## config.mk

```make
export PLATFORM = sky130hd
export DESIGN_NAME = ascii_arbiter
export DESIGN_NICKNAME = d
export VERILOG_FILES = /design/src/rtl/ascii_arbiter_pkg.sv /design/src/rtl/rr_priority.sv /design/src/rtl/ascii_arbiter.sv
export SDC_FILE = /design/constraint.sdc
export NUM_CORES = 1
export LEC_CHECK = 0
export ABC_AREA = 1
export BUFFER_PORTS_ARGS = -buffer_cell sky130_fd_sc_hd__buf_2
export CORE_UTILIZATION = 30
export CTS_CLUSTER_DIAMETER = 150
export DETAILED_ROUTE_END_ITERATION = 6
export GPL_TIMING_DRIVEN = 0
export HOLD_SLACK_MARGIN = 0.05
export PLACE_DENSITY = 0.51
export SYNTH_ARGS = -nofsm -noshare
export SYNTH_HDL_FRONTEND = slang
export SYNTH_SLANG_ARGS = --single-unit
```

## constraint.sdc

```tcl
create_clock -name clk_25M -period 2 [get_ports clk_25M]
set_clock_uncertainty 0.15 [all_clocks]
set_input_delay 0.2 -clock clk_25M [delete_from_list [all_inputs] [get_ports clk_25M]]
set_output_delay 0.2 -clock clk_25M [all_outputs]
set_load 0.01 [all_outputs]
```

## src/rtl/ascii_arbiter_pkg.sv

```systemverilog
// ascii_arbiter_pkg: shared types and constants for the ASCII display arbiter.
//   arb_state_t   : arbiter state (IDLE = no owner, LOCKED = a source owns the line)
//   ASCII_NEWLINE : byte that ends a line and releases the lock
//   idx_width()   : bit width of a requester index (at least 1)
package ascii_arbiter_pkg;

    typedef enum logic {IDLE, LOCKED} arb_state_t;

    localparam logic [7:0] ASCII_NEWLINE = 8'h0A;

    function automatic int idx_width(input int n);
        return (n > 2) ? $clog2(n) : 1;
    endfunction

endpackage

```

## src/rtl/rr_priority.sv

```systemverilog
// rr_priority: combinational round-robin pick.
//   val       : request vector
//   ptr       : index where the search starts (must be < p_num_reqs)
//   grant     : one-hot winner, all-zero when val is empty
//   grant_idx : encoded winner (0 when val is empty)
module rr_priority
    import ascii_arbiter_pkg::*;
#(
    parameter  int p_num_reqs = 2,
    localparam int OW         = idx_width(p_num_reqs)
) (
    input  logic [p_num_reqs-1:0] val,
    input  logic [OW-1:0]         ptr,
    output logic [p_num_reqs-1:0] grant,
    output logic [OW-1:0]         grant_idx
);

    // Two passes: first the indices at or above ptr, then the wrapped ones
    // below it. The first valid index found in that order wins.
    always_comb begin
        logic w_found;
        grant     = '0;
        grant_idx = '0;
        w_found   = 1'b0;
        for (int i = 0; i < p_num_reqs; i++) begin
            if (!w_found && val[i] && (i >= int'(ptr))) begin
                w_found   = 1'b1;
                grant[i]  = 1'b1;
                grant_idx = OW'(i);
            end
        end
        for (int i = 0; i < p_num_reqs; i++) begin
            if (!w_found && val[i] && (i < int'(ptr))) begin
                w_found   = 1'b1;
                grant[i]  = 1'b1;
                grant_idx = OW'(i);
            end
        end
    end

endmodule

```

## src/rtl/ascii_arbiter.sv

```systemverilog
// ascii_arbiter: round-robin, line-locking arbiter in front of the character
// display's single ASCII write port. A source that writes a non-newline byte
// owns the display until it writes a newline or stays silent for p_timeout
// cycles.
//   clk_25M, rst     : clock, synchronous active-high reset
//   req_ascii/val    : byte and valid per requester
//   req_rdy          : combinational accept per requester
//   ascii/ascii_val  : registered byte to the display, one-cycle valid pulse
//   grant_id         : current or last owner index
//   busy             : a source currently holds the lock
module ascii_arbiter
    import ascii_arbiter_pkg::*;
#(
    parameter  int p_num_reqs = 2,
    parameter  int p_timeout  = 1024,
    localparam int OW         = idx_width(p_num_reqs)
) (
    input  logic                       clk_25M,
    input  logic                       rst,
    input  logic [p_num_reqs-1:0][7:0] req_ascii,
    input  logic [p_num_reqs-1:0]      req_val,
    output logic [p_num_reqs-1:0]      req_rdy,
    output logic [7:0]                 ascii,
    output logic                       ascii_val,
    output logic [OW-1:0]              grant_id,
    output logic                       busy
);

    localparam int             CNT_W    = $clog2(p_timeout + 1);
    localparam logic [CNT_W-1:0] CNT_LAST = CNT_W'(p_timeout - 1);
    localparam logic [CNT_W-1:0] CNT_MAX  = '1;

    arb_state_t            r_state, w_next_state;
    logic [OW-1:0]         r_owner, r_ptr, w_win_idx, w_xfer_idx;
    logic [p_num_reqs-1:0] w_win_grant;
    logic [CNT_W-1:0]      r_idle_cnt;
    logic [7:0]            r_ascii, w_xfer_byte;
    logic                  r_ascii_val, w_xfer, w_xfer_nl, w_expire;

    // Explicit modulo-N increment so ptr never leaves 0..N-1.
    function automatic logic [OW-1:0] f_wrap_inc(input logic [OW-1:0] v);
        if (int'(v) == p_num_reqs - 1) return '0;
        return OW'(int'(v) + 1);
    endfunction

    rr_priority #(.p_num_reqs(p_num_reqs)) u_rr (
        .val       (req_val),
        .ptr       (r_ptr),
        .grant     (w_win_grant),
        .grant_idx (w_win_idx)
    );

    // req_rdy is exclusive, so at most one lane can transfer.
    assign w_xfer      = |(req_val & req_rdy);
    assign w_xfer_idx  = (r_state == IDLE) ? w_win_idx : r_owner;
    assign w_xfer_byte = req_ascii[w_xfer_idx];
    assign w_xfer_nl   = w_xfer && (w_xfer_byte == ASCII_NEWLINE);
    // An owner transfer in the expiry cycle wins over the timeout.
    assign w_expire    = (r_state == LOCKED) && !w_xfer && (r_idle_cnt == CNT_LAST);

    // State register
    always_ff @(posedge clk_25M) begin
        if (rst) r_state <= IDLE;
        else     r_state <= w_next_state;
    end

    // Next-state logic
    always_comb begin
        w_next_state = r_state;
        case (r_state)
            IDLE:    if (w_xfer && !w_xfer_nl) w_next_state = LOCKED;
            LOCKED:  if (w_xfer_nl || w_expire) w_next_state = IDLE;
            default: w_next_state = IDLE;
        endcase
    end

    // Outputs decoded from state
    always_comb begin
        req_rdy = '0;
        if (r_state == IDLE) req_rdy = w_win_grant;
        else                 req_rdy[r_owner] = 1'b1;
        busy = (r_state == LOCKED);
    end

    // Owner, round-robin pointer, idle counter and display register
    always_ff @(posedge clk_25M) begin
        if (rst) begin
            r_owner     <= '0;
            r_ptr       <= '0;
            r_idle_cnt  <= '0;
            r_ascii     <= 8'h00;
            r_ascii_val <= 1'b0;
        end else begin
            r_ascii_val <= w_xfer;
            if (w_xfer) r_ascii <= w_xfer_byte;
            if (r_state == IDLE) begin
                if (w_xfer) begin
                    r_owner    <= w_win_idx;
                    r_idle_cnt <= '0;
                    if (w_xfer_nl) r_ptr <= f_wrap_inc(w_win_idx);
                end
            end else begin
                if (w_xfer) begin
                    r_idle_cnt <= '0;
                    if (w_xfer_nl) r_ptr <= f_wrap_inc(r_owner);
                end else if (w_expire) begin
                    r_idle_cnt <= '0;
                    r_ptr      <= f_wrap_inc(r_owner);
                end else if (r_idle_cnt != CNT_MAX) begin
                    r_idle_cnt <= r_idle_cnt + 1'b1;
                end
            end
        end
    end

    assign ascii     = r_ascii;
    assign ascii_val = r_ascii_val;
    assign grant_id  = r_owner;

endmodule

```

==> metrics, run 1 <==
outcome=finished clean; Buf+Inv Stages, Crit Path=5; Setup crit end kind=register; post-route ant nets=0; CP dominant cell by count=nand2_4; Layout Cells excl Fill=about 270; Avg Cell Area, Syn=~7.2 sq um; sequential share of power=between 40% and 50%; maxcap violations=0; clock tree buffer depth=2; switching power=0.478 mW; worst rel slew slack=roughly 75%; share of layout cells above drive strength 1=30.0%; Sw Share=36.4%; commonest cells after routing, fill and taps aside=nand2_1 (43), buf_2 (32), dfxtp_1 (22), inv_1 (20), o21ai_0 (12); Final setup viols=0; CP Max Fanout=10; Via Count=~1200; # nets final=approximately 240; Power per Cell Area=822 nW/um^2; Clock Latency Late Sink=about 270 ps; Starting DRT DRC Count=55; min cycle time layout=1870 ps; Post-route DRC=0; Filler cells=447; initial antenna violation count=0; Area Overhead vs Synth=24.3%; Routed WL=2870 microns; Critical Path RT=2010 ps; largest net degree at the start of global routing=14; Via density=4.55; first-pass GRT wire length=around 4800 microns; CP arrival=1880 ps; Crit-path slowest cell=dfxtp_2; GR Overflow Total=0; post-detail-place hpwl=2160 microns; vias in the first global route=1122; Hold Path Depth=3; slew of the pin with the lowest slew margin=approximately 370 ps; WHS Endpoint=ascii[1]; CP startpoint kind=register; RSZ-0062 raised after global routing=no; post-synthesis sequential area ratio=35.8%; routed len/inst=10.8 microns; IO Port Bufs=32; flops & latches, synth=23; Worst Reg-to-Reg Cells=12; Final GP Congestion=0.731; TritonCTS clock tree=done; ant diodes=0; placed cell count=260; Critical Path Stages=12; initial core utilization=31.7%; Die X=about 67 microns; commonest non-fill, non-tap cell in the layout=nand2_1; synthesized area=1280 sq um; power share of the clock group=22.3%; Clock Tree Root=clkbuf_8; cell family with most CP delay=simple AND/OR/NAND/NOR gates; Comb pwr share=37.0%; Core ar.=4060 sq um; IO Count=33; Post-Syn Nets=199; synth unique cells=30; Yosys Warn Count=0; die height=67.4 microns; final hold vios=0; Max Freq=535 MHz; Row Count=23; Slowest Stage Delay on Critical Path=350 ps; CTS buffer count=3; post-route clock period utilization=93.4%; CTS sink count=23; Worst VDD drop=approximately 300 uV; P_leak=0.749 nW; Pint=0.835 mW; fin. max-slew vios=0; H-tree levels=1; die area=4550 sq um; flop2flop setup slack=130 ps; FF-to-FF End=r_idle_cnt[8]; WS Path Type=reg -> reg; setup_tns=0 ps; Worst R2R Start=busy; clock-pin transition on the worst setup and hold timing paths=90 ps; First-pass DRT Iterations=4; HP Class=in -> reg; hold path startpoint=req_ascii[1]; post-layout util=39.4%; Gate Count Post-Synth=178; CP Cell Sequence=inv_2 > or2_1 > buf_6 > nand2_8 > inv_6 > nand2_4 > nand2_4 > inv_2 > nand2_4 > buf_6 > a21oi_1 > nor2_1; GRT Resource Usage Total=14.0%
per-layer routing:
| metal | vias to the layer above | wire length, microns | GRT usage (%) |
|---|---|---|---|
| met5 | - | 0 | 0 |
| met4 | 0 | 23 | 4.26 |
| met3 | 2 | 88 | 3.55 |
| met2 | 22 | 1270 | 22.9 |
| met1 | 531 | 1490 | 18.1 |
| li1 | 660 | - | - |
repair_timing:
item | in CTS | in global routing
setup buffers | 0 | 2
hold buffers | 1 | 0
hold endpoints to repair | 2 | 0
gates resized for setup | 0 | 5
endpoints found under the setup margin | 0 | 13
power by group through the flow:
stage                     Sequential (mW)  Clock (mW)  Combinational (mW)
after floorplan                     0.563           0               0.313
after global placement              0.545           0               0.475
after detailed placement            0.546           0               0.474
after CTS                           0.536       0.308               0.478
after global routing                0.541       0.324               0.543
final                               0.535       0.293               0.486
cells in the mapped netlist (all sizes together):
library cell	number	area [sq um]
a21oi	13	72.6
xor2	1	8.76
clkbuf	1	3.75
inv	24	95.1
nand3	14	90.1
buf	4	41.3
o21ai	14	70.1
nor3	4	25.0
nand2	49	228
dfxtp	23	460
a31oi	2	12.5
a211oi	1	20.0
nand3b	5	37.5
nor2	14	55.1
or2	1	6.26
ha	1	12.5
a22o	1	8.76
nand4	2	12.5
and3	4	25.0
area by class of cell:
cell class | instances | area, sq um | area share (%)
Clock buffer | 3 | 41.3 | 2.58
Tap cell | 50 | 62.6 | 3.92
Clock inverter | 1 | 5.00 | 0.313
Multi-Input combinational cell | 126 | 702 | 43.9
Buffer | 5 | 45.0 | 2.82
Timing Repair Buffer | 35 | 185 | 11.6
Sequential cell | 23 | 462 | 28.9
Inverter | 24 | 95.1 | 5.95
state kept, by name (all words and copies together) (netlist names):
signal and flops:
ascii 8, ascii_val 1, busy 1, grant_id 1, r_idle_cnt 11, r_ptr 1
how the worst max path moves through the flow:
stage,start,end,slack [ps]
6_report,busy,r_idle_cnt[8],130
3_3_place_gp,busy,r_idle_cnt[9],20
5_1_grt,busy,r_idle_cnt[0],8
3_5_place_dp,busy,r_idle_cnt[9],30
2_1_floorplan,busy,ascii[6],180
4_1_cts,busy,r_idle_cnt[9],10
per-stage QoR:
| stage | area [sq um] | worst slack (ps) | total power, mW | hold slack [ps] |
|---|---|---|---|---|
| 6_report | 1600 | 131 | 1.31 | 64.0 |
| 5_1_grt | 1600 | 8.06 | 1.41 | 68.3 |
| 4_1_cts | 1560 | 12.4 | 1.32 | 58.5 |
| 3_5_place_dp | 1510 | 29.1 | 1.02 | 312 |
| 3_3_place_gp | 1510 | 21.9 | 1.02 | 312 |
| 2_1_floorplan | 1280 | 178 | 0.876 | 112 |
cells by family after synthesis:
family	count (synthesis)	share of synthesized area [%]
and+or+nand+nor	93	37.3
xor gates and xnor gates	1	0.682
buffers and inverters	29	10.9
AOI/OAI and AO/OA	31	14.3
adders and majority gates	1	0.974
DFF	23	35.8
worst reg2reg max path, stage by stage, from the launching register on:
cell	delay, ps
dfxtp_2	350
inv_2	70
or2_1	220
buf_6	150
nand2_8	120
inv_6	40
nand2_4	50
nand2_4	60
inv_2	100
nand2_4	100
buf_6	160
a21oi_1	120
nor2_1	60
No activity file was read; power rests on OpenSTA's default activity.
==> inputs of run 2 (changes only) <==
--- a/config.mk
+++ b/config.mk
@@ -7,12 +7,13 @@
 export LEC_CHECK = 0
 export ABC_AREA = 1
 export BUFFER_PORTS_ARGS = -buffer_cell sky130_fd_sc_hd__buf_2
-export CORE_UTILIZATION = 30
+export CORE_UTILIZATION = 50
 export CTS_CLUSTER_DIAMETER = 150
 export DETAILED_ROUTE_END_ITERATION = 6
 export GPL_TIMING_DRIVEN = 0
 export HOLD_SLACK_MARGIN = 0.05
-export PLACE_DENSITY = 0.51
+export PLACE_DENSITY = 0.77
+export RECOVER_POWER = 100
 export SYNTH_ARGS = -nofsm -noshare
 export SYNTH_HDL_FRONTEND = slang
 export SYNTH_SLANG_ARGS = --single-unit
==> run 2 against run 1 <==
  * First-iteration DRC count is 45% lower
  * Global-route usage grew 11 points
  * Register-to-register slack worse by 20 ps
  * Sequential power up 0.7%
  * Combinational power is 2% higher
  * Total power decreased by 4.8%
  * Final area is 0.39% higher
  * Flip-flop and latch count did not move
  * Via count up 8.1%
==> metrics, run 2 (synthesis results as in run 1) <==
first-pass GRT wire length=slightly above 5000 microns; HP Class=in -> reg; routed len/inst=12.2 microns; hold slack final=82.4 ps; CP Max Fanout=7; Core ar.=2450 sq um; flop2flop setup slack=roughly 120 ps; Final setup viols=0; Critical Path RT=~2100 ps; vias in the first global route=1193; initial antenna violation count=0; Via density=5.21; initial core utilization=~52%; Worst Reg-to-Reg Cells=8; final hold vios=0; hold path startpoint=req_ascii[4]; largest net degree at the start of global routing=13; pre-CTS WS=-28.5 ps; Clock Tree Root=clkbuf_4; commonest cells after routing, fill and taps aside=nand2_1 (43), dfxtp_1 (22), buf_2 (22), inv_1 (20), clkbuf_1 (12); Worst R2R Start=r_idle_cnt[0]; H-tree levels=1; Starting DRT DRC Count=30; slew of the pin with the lowest slew margin=424 ps; Worst VDD drop=549 uV; clock-pin transition on the worst setup and hold timing paths=between 100 and 150 ps; P_leak=0.725 nW; GR Overflow Total=0; CP startpoint kind=register; commonest non-fill, non-tap cell in the layout=nand2_1; Final Instance Area=1600 sq um; share of layout cells above drive strength 1=roughly a quarter; die area=2780 sq um; post-detail-place hpwl=2270 microns; Clock Latency Late Sink=310 ps; ant diodes=0; maxcap violations=0; FF-to-FF End=r_idle_cnt[3]; Final GP Congestion=0.771; Overall Power=roughly 1.3 mW; Setup crit end kind=register; # nets final=244; die height=52.7 microns; CTS buffer count=3; Reg with most FFs=r_idle_cnt; Routed WL=3080 microns; min cycle time layout=between 1500 and 2000 ps; WS Path Type=reg -> reg; Max Freq=531 MHz; RSZ-0062 raised after global routing=no; Hold Path Depth=5; post-route clock period utilization=between 90 and 100%; Area Overhead vs Synth=24.8%; WHS Endpoint=ascii[4]; Post-route DRC=0; IO Count=33; fin worst setup slack=around 120 ps; Die X=52.7 microns; GRT Resource Usage Total=between 20 and 30%; outcome=finished clean; fin. max-slew vios=0; clock tree buffer depth=2; IO Port Bufs=32; Largest register FFs=11; post-layout util=65.3%; CTS sink count=23; Placed Area=between 1000 and 1500 sq um; worst rel slew slack=71.8%; Row Count=18; Power per Cell Area=780 nW/um^2; First-pass DRT Iterations=4; CP arrival=1960 ps; Via Count=1314; post-route ant nets=0; TritonCTS clock tree=done
-- run 2: cell count changes in the layout (fill, tap and decap cells not counted), moves of 2 or more --
| cell | change |
|---|---|
| nor3_4 | +2 |
| clkbuf_1 | +11 |
| clkbuf_4 | +3 |
| buf_2 | -10 |
| clkbuf_8 | -3 |
| nor3_2 | -2 |
| dlygate4sd3_1 | +4 |
-- run 2: area by class of cell --
type / instances / area [sq um]
Fill cell: 232 / 851
Multi-Input combinational cell: 126 / 713
Sequential cell: 23 / 464
Timing Repair Buffer: 40 / 220
Inverter: 24 / 97.6
Buffer: 5 / 45.0
Tap cell: 30 / 37.5
Clock buffer: 4 / 26.3
-- run 2: metal layers --
layer | vias to the layer above | track usage (%) | share of wire, %
met5 | - | 0 | 0
met4 | 0 | 4.82 | 1.2
met3 | 6 | 6.38 | 4.2
met2 | 30 | 44.7 | 51
met1 | 609 | 30.6 | 44
li1 | 669 | - | -
-- run 2: worst max path at each step --
stage,depth (start not counted),slack [ps],to,from
final,8,120,r_idle_cnt[3],r_idle_cnt[0]
after global routing,12,10,r_ptr,busy
after CTS,11,60,r_idle_cnt[1],busy
after detailed placement,10,-30,r_idle_cnt[9],busy
after global placement,11,70,r_idle_cnt[1],busy
after floorplan,11,180,ascii[6],busy
-- run 2: repair_timing --
action,4_1_cts,5_1_grt
endpoints found under the setup margin,6,12
pin swaps,1,0
buffers inserted,2,1
cloned,0,0
endpoints found under the hold margin,5,0
resized for setup,1,11
hold buffers,5,0
-- run 2: worst max-delay path, stage by stage (launching register included) --
cell and delay, ps:
dfxtp_1 390, ha_1 240, nand2_1 90, nor2_2 180, nand2_1 140, inv_1 190
a211oi_4 90, buf_4 180, and3_1 160
-- run 2: stage by stage --
stage	setup TNS, ps	cells
after CTS	0	251
after global routing	0	252
after detailed placement	-28.5	240
final	0	252
after global placement	0	240
after floorplan	0	178
-- run 2: where the power goes --
group / switching (mW) / internal (mW)
Combinational: 0.310 / 0.188
Sequential: 0.0297 / 0.509
Clock: 0.135 / 0.0781
Total: 0.475 / 0.776
==> inputs of run 3 (changes only) <==
--- a/config.mk
+++ b/config.mk
@@ -12,8 +12,9 @@
 export DETAILED_ROUTE_END_ITERATION = 6
 export GPL_TIMING_DRIVEN = 0
 export HOLD_SLACK_MARGIN = 0.05
-export PLACE_DENSITY = 0.77
+export PLACE_DENSITY = 0.76
 export RECOVER_POWER = 100
 export SYNTH_ARGS = -nofsm -noshare
 export SYNTH_HDL_FRONTEND = slang
+export SYNTH_HIERARCHICAL = 1
 export SYNTH_SLANG_ARGS = --single-unit
==> constraint.sdc (replaced) <==
create_clock -name clk_25M -period 1.8 [get_ports clk_25M]
set_clock_uncertainty 0.15 [all_clocks]
set_input_delay 0.18 -clock clk_25M [delete_from_list [all_inputs] [get_ports clk_25M]]
set_output_delay 0.18 -clock clk_25M [all_outputs]
set_load 0.01 [all_outputs]
==> run 3 against run 2 <==
  * Die area grew 6.2%
  * Largest cell class unchanged
  * Synthesized cell count grew 12%
  * Largest power group unchanged
  * Critical path depth grew 3
  * Total power shrank 7.6%
==> metrics, run 3 <==
CTS sink count=23; Clock Latency Late Sink=310 ps; final hold vios=0; Buf+Inv Stages, Crit Path=1; synthesized area=1370 sq um; initial antenna violation count=0; commonest cells after routing, fill and taps aside=nand2_1 (46), buf_2 (21), nor2_1 (20), dfxtp_1 (19); WS Path Type=reg -> reg; IO Port Bufs=31; Area Overhead vs Synth=25.4%; count leader, synth=nand2_1; IO Count=33; Clock Tree Root=clkbuf_4; Via Count=1385; Sw Share=33.0%; Die X=54.3 microns; clock-pin transition on the worst setup and hold timing paths=130 ps; Starting DRT DRC Count=26; worst rel slew slack=69.3%; initial core utilization=between 50 and 60%; GRT Resource Usage Total=22.9%; Row Count=18; Comb pwr share=29.8%; RSZ-0062 raised after global routing=no; commonest non-fill, non-tap cell in the layout=nand2_1; H-tree levels=1; ant diodes=0; die height=54.3 microns; post-route clock period utilization=~96%; Via density=5.02; First-pass DRT Iterations=4; Placed Area=1560 sq um; first-pass GRT wire length=4840 microns; flops & latches, synth=23; cell family with most CP delay=simple AND/OR/NAND/NOR gates; Largest register FFs=11; Final GP Congestion=around 0.83; outcome=finished clean; routed len/inst=11.0 microns; die area=2950 sq um; slew of the pin with the lowest slew margin=approximately 460 ps; synth cell count leaders=nand2_1 (48), dfxtp_1 (23), nor2_1 (20), inv_1 (17), nand3_1 (17); synth unique cells=33; largest net degree at the start of global routing=14; Max Freq=580 MHz; Post-Syn Nets=221; Worst VDD drop=391 uV; Yosys Warn Count=6; clock tree buffer depth=2; Routed WL=slightly above 3000 microns; Critical Path RT=1870 ps; share of the synthesized area in the top cell type=about a third; Gate Count Post-Synth=200; Final Instance Area=about 1700 sq um; Post-route DRC=0; Setup crit end kind=register; fin. max-slew vios=0; CP dominant cell by count=nand2_2; Avg Cell Area, Syn=between 6 and 7 sq um; min cycle time layout=roughly 1700 ps; CP Max Fanout=10; CTS buffer count=3; post-detail-place hpwl=2210 microns; Final setup viols=0; post-synthesis sequential area ratio=33.7%; vias in the first global route=between 1000 and 1500; Power per Cell Area=674 nW/um^2; sequential share of power=49.2%; top_reg_cell synth=dfxtp_1; ys async rst share=0%; power share of the clock group=21.0%; number of synthesized flops with an enable pin=0; Reg with most FFs=r_idle_cnt; Core ar.=2520 sq um; GR Overflow Total=0; HP Class=in -> reg; maxcap violations=0; Slowest Stage Delay on Critical Path=between 300 and 400 ps; share of layout cells above drive strength 1=28.0%; P_leak=0.771 nW; switching power=0.382 mW; Overall Power=1.16 mW; Synth area leader=dfxtp_1; CP startpoint kind=register; Crit-path slowest cell=dfxtp_2; post-route ant nets=0; CP arrival=about 1800 ps; Pint=0.775 mW; top cells by area, synth=dfxtp_1 (34%), nand2_1 (13%), nand3_1 (6.2%), nor2_1 (5.5%), inv_1 (4.7%); CP Cell Sequence=ha_4 > nand3_4 > nor2_4 > nand2_2 > nor2_4 > nand2_2 > nand2_2 > nand2_2 > buf_6 > a21oi_1 > nor2_1; # nets final=268; TritonCTS clock tree=done
## run 3: changes by cell type in the layout (fill, tap and decap cells not counted), sizes merged, moves of 2 or more
cell / change
nand2: +8
and3: -4
nor2: +10
nor3: -2
o21ai: +3
nand3: +5
nand3b: -3
## run 3: power by group through the flow
stage                     combinational (mW)  clock [mW]  sequential (mW)
after global routing                   0.388       0.264            0.573
after global placement                 0.315           0            0.578
after floorplan                        0.212           0            0.590
after detailed placement               0.317           0            0.578
final                                  0.344       0.243            0.569
after CTS                              0.334       0.249            0.566
## run 3: metrics by stage
stage / util, % / setup WS [ps] / instances / setup TNS (ps) / hold WS (ps)
after global routing: 68.0 / 1.79 / 276 / 0 / 86.9
after CTS: 66.0 / 3.42 / 273 / 0 / 61.8
final: 68.0 / 76.9 / 276 / 0 / 60.8
after detailed placement: 61.9 / -65.2 / 261 / -200 / 328
after global placement: 61.9 / -40.3 / 261 / -99.0 / 324
after floorplan: - / 103 / 200 / 0 / 212
## run 3: kinds of logic (layout without fill, tap and decap cells)
family	after synthesis	count (layout)	share of synthesized area, %
xor+xnor	1	1	0.641
simple gates	110	110	38.9
compound gates	35	35	14.5
flops	23	23	33.7
buf+inv	30	76	11.3
fa+ha+maj	1	1	0.915
## run 3: final cells by class
type | instances | area [sq um]
Fill cell | 254 | 807
Multi-Input combinational cell | 147 | 786
Sequential cell | 23 | 468
Timing Repair Buffer | 42 | 240
Inverter | 23 | 91.3
Buffer | 7 | 65.1
Tap cell | 30 | 37.5
Clock buffer | 3 | 22.5
Clock inverter | 1 | 5.00
## run 3: final timing paths
kind | to | slack (ps) | start | cells past startpoint
worst max-delay path | r_idle_cnt[4] | 80 | r_idle_cnt[0] | 11
worst min register to register | r_idle_cnt[6] | 350 | r_idle_cnt[6] | 2
worst max register to register | r_idle_cnt[4] | 80 | r_idle_cnt[0] | 11
worst min-delay path | ascii[2] | 60 | req_ascii[10] | 5
## run 3: routing by layer
layer	routed length [microns]	vias up	GRT usage, %
met4	27	0	9.40
met5	0	-	0
met2	1520	38	39.4
li1	-	741	-
met3	128	2	2.50
met1	1360	604	28.7
## run 3: repair_timing
item	4_1_cts	5_1_grt
setup buffers	2	3
cloned	0	0
hold endpoints to repair	3	0
hold buffers	6	0
endpoints found under the setup margin	9	12
resized for setup	1	12
pin swaps	1	1
## run 3: tightest hold or removal path: stages
cell	delay (ps)
buf_2	90
inv_1	40
nand2_1	40
nand2_1	70
a21oi_1	60
